File: src/rtl/sd_spi_pkg.sv
// Shared constants and types for the SPI-mode SD-card responder.
package sd_spi_pkg;

  // Command indices the responder understands
  localparam logic [5:0] CMD0  = 6'd0;
  localparam logic [5:0] CMD8  = 6'd8;
  localparam logic [5:0] CMD17 = 6'd17;
  localparam logic [5:0] CMD24 = 6'd24;
  localparam logic [5:0] CMD41 = 6'd41;
  localparam logic [5:0] CMD55 = 6'd55;
  localparam logic [5:0] CMD58 = 6'd58;

  // R1 flag bits
  localparam logic [7:0] R1_IDLE    = 8'h01;
  localparam logic [7:0] R1_ILLEGAL = 8'h04;
  localparam logic [7:0] R1_PARAM   = 8'h40;

  // Tokens and fixed response payloads
  localparam logic [7:0]  TOKEN_START = 8'hFE;
  localparam logic [7:0]  DATA_ACCEPT = 8'h05;
  localparam logic [7:0]  FILL_BYTE   = 8'hFF;
  localparam logic [31:0] OCR         = 32'hC0FF8000;

  typedef enum logic [3:0] {
    CMD_WAIT, CMD_COLLECT, NCR, RESP, RESP_TAIL,
    RD_GAP, RD_TOKEN, RD_DATA, RD_CRC,
    WR_TOKEN, WR_DATA, WR_CRC, WR_RESP, WR_BUSY
  } state_t;

  // What follows the R1 byte of a response
  typedef enum logic [2:0] {RESP_R1, RESP_R7, RESP_R3, RESP_RD, RESP_WR} resp_t;

  // R7 trailer: voltage accepted (2.7-3.6 V) and echoed check pattern
  function automatic logic [31:0] r7_tail(input logic [7:0] check);
    return {16'h0000, 8'h01, check};
  endfunction

endpackage

File: src/rtl/spi_slave_byte.sv
// SPI mode-0 byte layer: synchronises cs/sclk/mosi into clk, assembles
// received bytes and shifts out the next transmit byte MSB first.
module spi_slave_byte #(
  parameter int SYNC_STAGES = 2
) (
  input  logic       clk,
  input  logic       rst,
  input  logic       cs,
  input  logic       sclk,
  input  logic       mosi,
  input  logic [7:0] tx_byte,
  output logic       miso,
  output logic       cs_active,
  output logic       byte_valid,
  output logic [7:0] rx_byte
);

  logic [SYNC_STAGES-1:0] cs_sync, sclk_sync, mosi_sync;
  logic       sclk_prev;
  logic [2:0] bit_cnt;
  logic [7:0] rx_shift;
  logic [7:0] tx_shift;

  logic sclk_s, mosi_s, sclk_rise, sclk_fall;

  assign sclk_s    = sclk_sync[SYNC_STAGES-1];
  assign mosi_s    = mosi_sync[SYNC_STAGES-1];
  assign cs_active = ~cs_sync[SYNC_STAGES-1];
  assign sclk_rise = sclk_s & ~sclk_prev;
  assign sclk_fall = ~sclk_s & sclk_prev;
  assign miso      = tx_shift[7];

  // Bring the asynchronous SPI pins into the clk domain.
  // NOTE: sequential state always uses non-blocking assignments so every
  // flop samples the pre-edge value of its neighbours (shift chains stay intact).
  always_ff @(posedge clk or posedge rst) begin
    if (rst) begin
      cs_sync   <= '1;
      sclk_sync <= '0;
      mosi_sync <= '0;
    end else begin
      cs_sync   <= {cs_sync[SYNC_STAGES-2:0], cs};
      sclk_sync <= {sclk_sync[SYNC_STAGES-2:0], sclk};
      mosi_sync <= {mosi_sync[SYNC_STAGES-2:0], mosi};
    end
  end

  // Sample on sclk rise, advance miso on sclk fall; load a fresh byte at the boundary.
  always_ff @(posedge clk or posedge rst) begin
    if (rst) begin
      sclk_prev  <= 1'b0;
      bit_cnt    <= 3'd0;
      rx_shift   <= 8'h00;
      rx_byte    <= 8'h00;
      byte_valid <= 1'b0;
      tx_shift   <= 8'hFF;
    end else begin
      sclk_prev  <= sclk_s;
      byte_valid <= 1'b0;
      if (!cs_active) begin
        bit_cnt  <= 3'd0;
        tx_shift <= 8'hFF;
      end else begin
        if (sclk_rise) begin
          rx_shift <= {rx_shift[6:0], mosi_s};
          bit_cnt  <= bit_cnt + 3'd1;
          if (bit_cnt == 3'd7) begin
            byte_valid <= 1'b1;
            rx_byte    <= {rx_shift[6:0], mosi_s};
          end
        end
        if (sclk_fall) begin
          // bit_cnt wrapped to zero means the falling edge after the 8th bit
          tx_shift <= (bit_cnt == 3'd0) ? tx_byte : {tx_shift[6:0], 1'b1};
        end
      end
    end
  end

endmodule

File: src/rtl/sd_spi_responder.sv
// SPI-mode SD-card responder: command decode, response sequencing and
// single-block read/write against an external byte-wide RAM.
module sd_spi_responder import sd_spi_pkg::*; #(
  parameter int ADDR_W      = 8,
  parameter int NCR_BYTES   = 1,
  parameter int BUSY_BYTES  = 2,
  parameter int SYNC_STAGES = 2
) (
  input  logic              clk,
  input  logic              rst,
  input  logic              cs,
  input  logic              sclk,
  input  logic              mosi,
  output logic              miso,
  output logic [ADDR_W+8:0] mem_addr,
  output logic              mem_we,
  output logic [7:0]        mem_wdata,
  input  logic [7:0]        mem_rdata,
  output logic              card_idle,
  output logic [5:0]        last_cmd
);

  localparam logic [3:0] NCR_LAST  = 4'(NCR_BYTES - 1);
  localparam logic [3:0] BUSY_LAST = 4'(BUSY_BYTES - 1);

  logic       cs_active, byte_valid;
  logic [7:0] rx_byte, tx_data;

  state_t      state;
  resp_t       kind;
  logic [3:0]  cnt;
  logic [8:0]  byte_cnt;
  logic [5:0]  cmd_idx;
  logic [31:0] arg, tail;
  logic [7:0]  r1;
  logic        acmd_armed;

  logic [7:0] idle_r1, dec_r1;
  resp_t      dec_kind;
  logic       dec_idle;

  spi_slave_byte #(.SYNC_STAGES(SYNC_STAGES)) u_byte (
    .clk       (clk),
    .rst       (rst),
    .cs        (cs),
    .sclk      (sclk),
    .mosi      (mosi),
    .tx_byte   (tx_data),
    .miso      (miso),
    .cs_active (cs_active),
    .byte_valid(byte_valid),
    .rx_byte   (rx_byte)
  );

  assign idle_r1 = card_idle ? R1_IDLE : 8'h00;

  // Decode the collected frame into R1, response shape and new idle state.
  // NOTE: every output gets a default first so no path leaves a latch behind.
  always_comb begin
    dec_r1   = R1_ILLEGAL | idle_r1;
    dec_kind = RESP_R1;
    dec_idle = card_idle;
    case (cmd_idx)
      CMD0: begin
        dec_r1   = R1_IDLE;
        dec_idle = 1'b1;
      end
      CMD8: begin
        dec_r1   = idle_r1;
        dec_kind = RESP_R7;
      end
      CMD55: dec_r1 = idle_r1;
      CMD41: begin
        if (acmd_armed) begin
          dec_r1   = 8'h00;
          dec_idle = 1'b0;
        end
      end
      CMD58: begin
        dec_r1   = idle_r1;
        dec_kind = RESP_R3;
      end
      CMD17, CMD24: begin
        if (card_idle) begin
          dec_r1 = R1_ILLEGAL | idle_r1;
        end else if ((arg >> ADDR_W) != 32'd0) begin
          dec_r1 = R1_PARAM;
        end else begin
          dec_r1   = 8'h00;
          dec_kind = (cmd_idx == CMD17) ? RESP_RD : RESP_WR;
        end
      end
      default: ;
    endcase
  end

  // Byte-level protocol FSM: each received byte decides the next byte to send.
  always_ff @(posedge clk or posedge rst) begin
    if (rst) begin
      state      <= CMD_WAIT;
      kind       <= RESP_R1;
      cnt        <= 4'd0;
      byte_cnt   <= 9'd0;
      cmd_idx    <= 6'd0;
      arg        <= 32'd0;
      tail       <= 32'd0;
      r1         <= FILL_BYTE;
      acmd_armed <= 1'b0;
      tx_data    <= FILL_BYTE;
      mem_addr   <= '0;
      mem_we     <= 1'b0;
      mem_wdata  <= 8'h00;
      card_idle  <= 1'b1;
      last_cmd   <= 6'd0;
    end else begin
      mem_we <= 1'b0;
      if (!cs_active) begin
        state   <= CMD_WAIT;
        tx_data <= FILL_BYTE;
      end else if (byte_valid) begin
        tx_data <= FILL_BYTE;
        case (state)
          CMD_WAIT: begin
            if (rx_byte[7:6] == 2'b01) begin
              cmd_idx <= rx_byte[5:0];
              cnt     <= 4'd0;
              state   <= CMD_COLLECT;
            end
          end
          CMD_COLLECT: begin
            if (cnt == 4'd4) begin
              // CRC byte closes the frame; it is not checked
              last_cmd   <= cmd_idx;
              card_idle  <= dec_idle;
              acmd_armed <= (cmd_idx == CMD55);
              r1         <= dec_r1;
              kind       <= dec_kind;
              tail       <= (dec_kind == RESP_R7) ? r7_tail(arg[7:0]) : OCR;
              if (dec_kind == RESP_RD || dec_kind == RESP_WR)
                mem_addr <= {arg[ADDR_W-1:0], 9'd0};
              cnt   <= 4'd0;
              state <= NCR;
            end else begin
              arg <= {arg[23:0], rx_byte};
              cnt <= cnt + 4'd1;
            end
          end
          NCR: begin
            if (cnt == NCR_LAST) begin
              tx_data <= r1;
              state   <= RESP;
            end else begin
              cnt <= cnt + 4'd1;
            end
          end
          RESP: begin
            cnt <= 4'd0;
            case (kind)
              RESP_R7, RESP_R3: begin
                tx_data <= tail[31:24];
                tail    <= tail << 8;
                state   <= RESP_TAIL;
              end
              RESP_RD: state <= RD_GAP;
              RESP_WR: state <= WR_TOKEN;
              default: state <= CMD_WAIT;
            endcase
          end
          RESP_TAIL: begin
            if (cnt == 4'd3) begin
              state <= CMD_WAIT;
            end else begin
              tx_data <= tail[31:24];
              tail    <= tail << 8;
              cnt     <= cnt + 4'd1;
            end
          end
          RD_GAP: begin
            tx_data <= TOKEN_START;
            state   <= RD_TOKEN;
          end
          RD_TOKEN: begin
            // mem_rdata already holds offset 0; prefetch offset 1
            tx_data       <= mem_rdata;
            mem_addr[8:0] <= mem_addr[8:0] + 9'd1;
            byte_cnt      <= 9'd0;
            state         <= RD_DATA;
          end
          RD_DATA: begin
            if (byte_cnt == 9'd511) begin
              cnt   <= 4'd0;
              state <= RD_CRC;
            end else begin
              tx_data       <= mem_rdata;
              mem_addr[8:0] <= mem_addr[8:0] + 9'd1;
              byte_cnt      <= byte_cnt + 9'd1;
            end
          end
          RD_CRC: begin
            if (cnt == 4'd1) state <= CMD_WAIT;
            else             cnt   <= cnt + 4'd1;
          end
          WR_TOKEN: begin
            if (rx_byte == TOKEN_START) begin
              byte_cnt <= 9'd0;
              state    <= WR_DATA;
            end else if (rx_byte != FILL_BYTE) begin
              state <= CMD_WAIT;
            end
          end
          WR_DATA: begin
            mem_we    <= 1'b1;
            mem_wdata <= rx_byte;
            mem_addr  <= {mem_addr[ADDR_W+8:9], byte_cnt};
            byte_cnt  <= byte_cnt + 9'd1;
            if (byte_cnt == 9'd511) begin
              cnt   <= 4'd0;
              state <= WR_CRC;
            end
          end
          WR_CRC: begin
            if (cnt == 4'd1) begin
              tx_data <= DATA_ACCEPT;
              state   <= WR_RESP;
            end else begin
              cnt <= cnt + 4'd1;
            end
          end
          WR_RESP: begin
            tx_data <= 8'h00;
            cnt     <= 4'd0;
            state   <= WR_BUSY;
          end
          WR_BUSY: begin
            if (cnt == BUSY_LAST) begin
              state <= CMD_WAIT;
            end else begin
              tx_data <= 8'h00;
              cnt     <= cnt + 4'd1;
            end
          end
          default: state <= CMD_WAIT;
        endcase
      end
    end
  end

endmodule

File: config.mk
export PLATFORM = sky130hd
export DESIGN_NAME = sd_spi_responder
export DESIGN_NICKNAME = d
export VERILOG_FILES = /design/src/rtl/sd_spi_pkg.sv /design/src/rtl/spi_slave_byte.sv /design/src/rtl/sd_spi_responder.sv
export SDC_FILE = /design/constraint.sdc
export NUM_CORES = 1
export LEC_CHECK = 0
export BUFFER_PORTS_ARGS = -buffer_cell sky130_fd_sc_hd__buf_2
export CORE_ASPECT_RATIO = 0.9
export CORE_MARGIN = 2
export CORE_UTILIZATION = 38
export CTS_CLUSTER_SIZE = 12
export DETAILED_ROUTE_END_ITERATION = 8
export MAX_ROUTING_LAYER = met4
export SYNTH_ARGS = -nofsm -noshare
export SYNTH_HDL_FRONTEND = slang
export SYNTH_SLANG_ARGS = --single-unit
File: constraint.sdc
create_clock -name clk -period 9.9 [get_ports clk]
set_input_delay 1.98 -clock clk [delete_from_list [all_inputs] [get_ports clk]]
set_output_delay 1.98 -clock clk [all_outputs]
set_load 0.02 [all_outputs]
==> run metrics <==
TritonCTS clock tree=yes; synth unique cells=68; Post-CTS Resized=0; Hold/Removal Path Class=flop to flop; WL final=18100 µm; cell taking the most area after synthesis=dfrtp_1; initial antenna violation count=0; Synth warnings=0; Area Overhead vs Synth=13.6%; register area share after synthesis=52.9%; total power=1450 µW; pwr/cell area=158 nW/µm²; Mean Syn Cell Area=10.5 µm²; Max Cap Viol=0; GRT Overall Usage=17.3%; top cell type's share of synthesized area=45.5%; Syn Std Cell Area=8090 µm²; VDD IR-drop max=0.0000885 V; critical path required time=10230 ps; highest clock rate=297 MHz; Filler cells=1984; Yosys reg bits=170; WL per Instance=16.4 µm; Worst-Margin Slew=1110 ps; hpwl dp=12200 µm; Non-Filler Instances=1103; n_diodes=0; H-tree Lvls=4; Worst-path clk slew=80 ps; layout net count=826; Die Ht=142 µm; clock tree buffer depth=2; Initial Util=38.8%; Final Max Slew Viols=0; Pleak=0.00422 µW; top post-synthesis cells by area=dfrtp_1, mux2_2, dfstp_2; hold_buf cts=0; CTS Root Buffer Type=clkbuf_16; core region area=20800 µm²; post-route ant nets=0; worst-path fanout max=32; clk_lat worst skew=440 ps; worst path arrival time=3700 ps; Mapped Cells=774; Post-synth EDFFs=0; final core occ=44.1%; RSZ-0062 raised after global routing=no; setup slack, reg-to-reg=6530 ps; period utilisation layout=34.1%; total die area=22500 µm²; vias in the first global route=5506; skew final=15.1 ps; ys async rst share=100%; Worst slew margin=24.9%; Std-Cell Rows=50; Worst Setup End Kind=flop; placer congestion estimate=0.864; Via density=5.33; Min Hold Slack=351 ps; Ports=47; most frequent cells in the layout=dfrtp_1, nand2_1, mux2_2; CTS Buf Count=17; run status=finished, final reports clean; Fin. Hold Viols=0; Synth Net Count=796; Post-CTS Setup Bufs=0; min cycle time layout=3370 ps; total number of vias=5883; Synth Flop Type=dfrtp_1; Setup violations, final=0; first-pass GRT wire length=29600 µm; startpoint types=flop; DRC=0; pin count of the biggest net entering global routing=87; CP Class=flop to flop; Inst Count DP=1071; Iter 0 DRT Violations=526; die width=158 µm; GRT overflow=0; port bufs=46; TNS Setup=0 ps; layout cell share with drive strength beyond 1=24.0%; First-pass DRT Iterations=8; most common cell after layout, fill and taps aside=dfrtp_1; clock sink total=170
==> worst max-delay path, cell delays in order, from the launching register on <==
cell	delay [ps]
dfrtp_1	960
nor4bb_2	1020
or2_2	260
o211ai_1	240
or2_1	450
mux2_4	340
==> worst paths after layout <==
| kind | from | endpoint | cells after the start |
|---|---|---|---|
| max | state[1] | mem_addr[0] | 5 |
| max reg2reg | state[1] | mem_addr[0] | 5 |
| min reg2reg | u_byte.sclk_sync[0] | u_byte.sclk_sync[1] | 0 |
| min | u_byte.sclk_sync[0] | u_byte.sclk_sync[1] | 0 |
| min in group asynchronous | rst | mem_addr[1] | 2 |
| max in group asynchronous | rst | u_byte.rx_shift[2] | 3 |
==> cell usage after synthesis (all sizes together) (16+ instances only) <==
library cell	number
nor2	55
nor4	16
o21ai	65
nand2b	16
dfrtp	147
clkbuf	32
dfstp	23
a21oi	19
a31oi	18
mux2	71
nand2	110
inv	16
==> per-stage QoR <==
step           setup slack (ps)  cell area (µm²)
2_1_floorplan              3350             8090
3_3_place_gp               6090             8570
3_5_place_dp               6100             8570
4_1_cts                    6530             9190
5_1_grt                    6270             9190
6_report                   6530             9190
==> sequential cells by signal, indices dropped and copies added, names as in the netlist, 6 cells and up <==
register,cells
tx_data,8
arg,32
u_byte.rx_byte,8
mem_addr,17
u_byte.tx_shift,8
cmd_idx,6
tail,32
byte_cnt,9
last_cmd,6
u_byte.rx_shift,7
mem_wdata,8
==> report_power, final <==
part           switching (µW)  internal [µW]  leakage [µW]
Sequential               9.77            710       0.00227
Combinational            24.3           15.0       0.00165
Clock                     323            368      0.000301
Total                     357           1090       0.00422
==> layout make-up <==
class	count	area, µm²	share of cell area, %
sequential	170	4280	46.6
multi-input combinational	544	3570	38.8
clock buffer	17	425	4.63
tap	286	358	3.89
timing repair buffer	55	298	3.24
clock inverter	15	196	2.14
inverter	16	65.1	0.708
==> per-layer routing <==
metal / wire length [µm] / global-route usage [%] / vias up
met5: 0 / - / -
met1: 9300 / 25.5 / 2838
met2: 7660 / 23.9 / 176
li1: - / - / 2847
met3: 977 / 4.17 / 22
met4: 191 / 4.40 / 0
==> kinds of logic (layout without fill, tap and decap cells) <==
| group | count (synthesis) | after routing | share of synthesized area (%) |
|---|---|---|---|
| AND/OR/NAND/NOR | 282 | 282 | 17.5 |
| AO/OA/AOI/OAI | 175 | 175 | 14.3 |
| flip-flops | 170 | 170 | 52.9 |
| multiplexers | 74 | 74 | 10.4 |
| buffers and inverters | 60 | 103 | 3.09 |
| adder cells (fa/ha/maj) | 9 | 9 | 1.39 |
| XOR/XNOR | 4 | 4 | 0.433 |
Note: power is estimated with default switching activity, not from simulation.
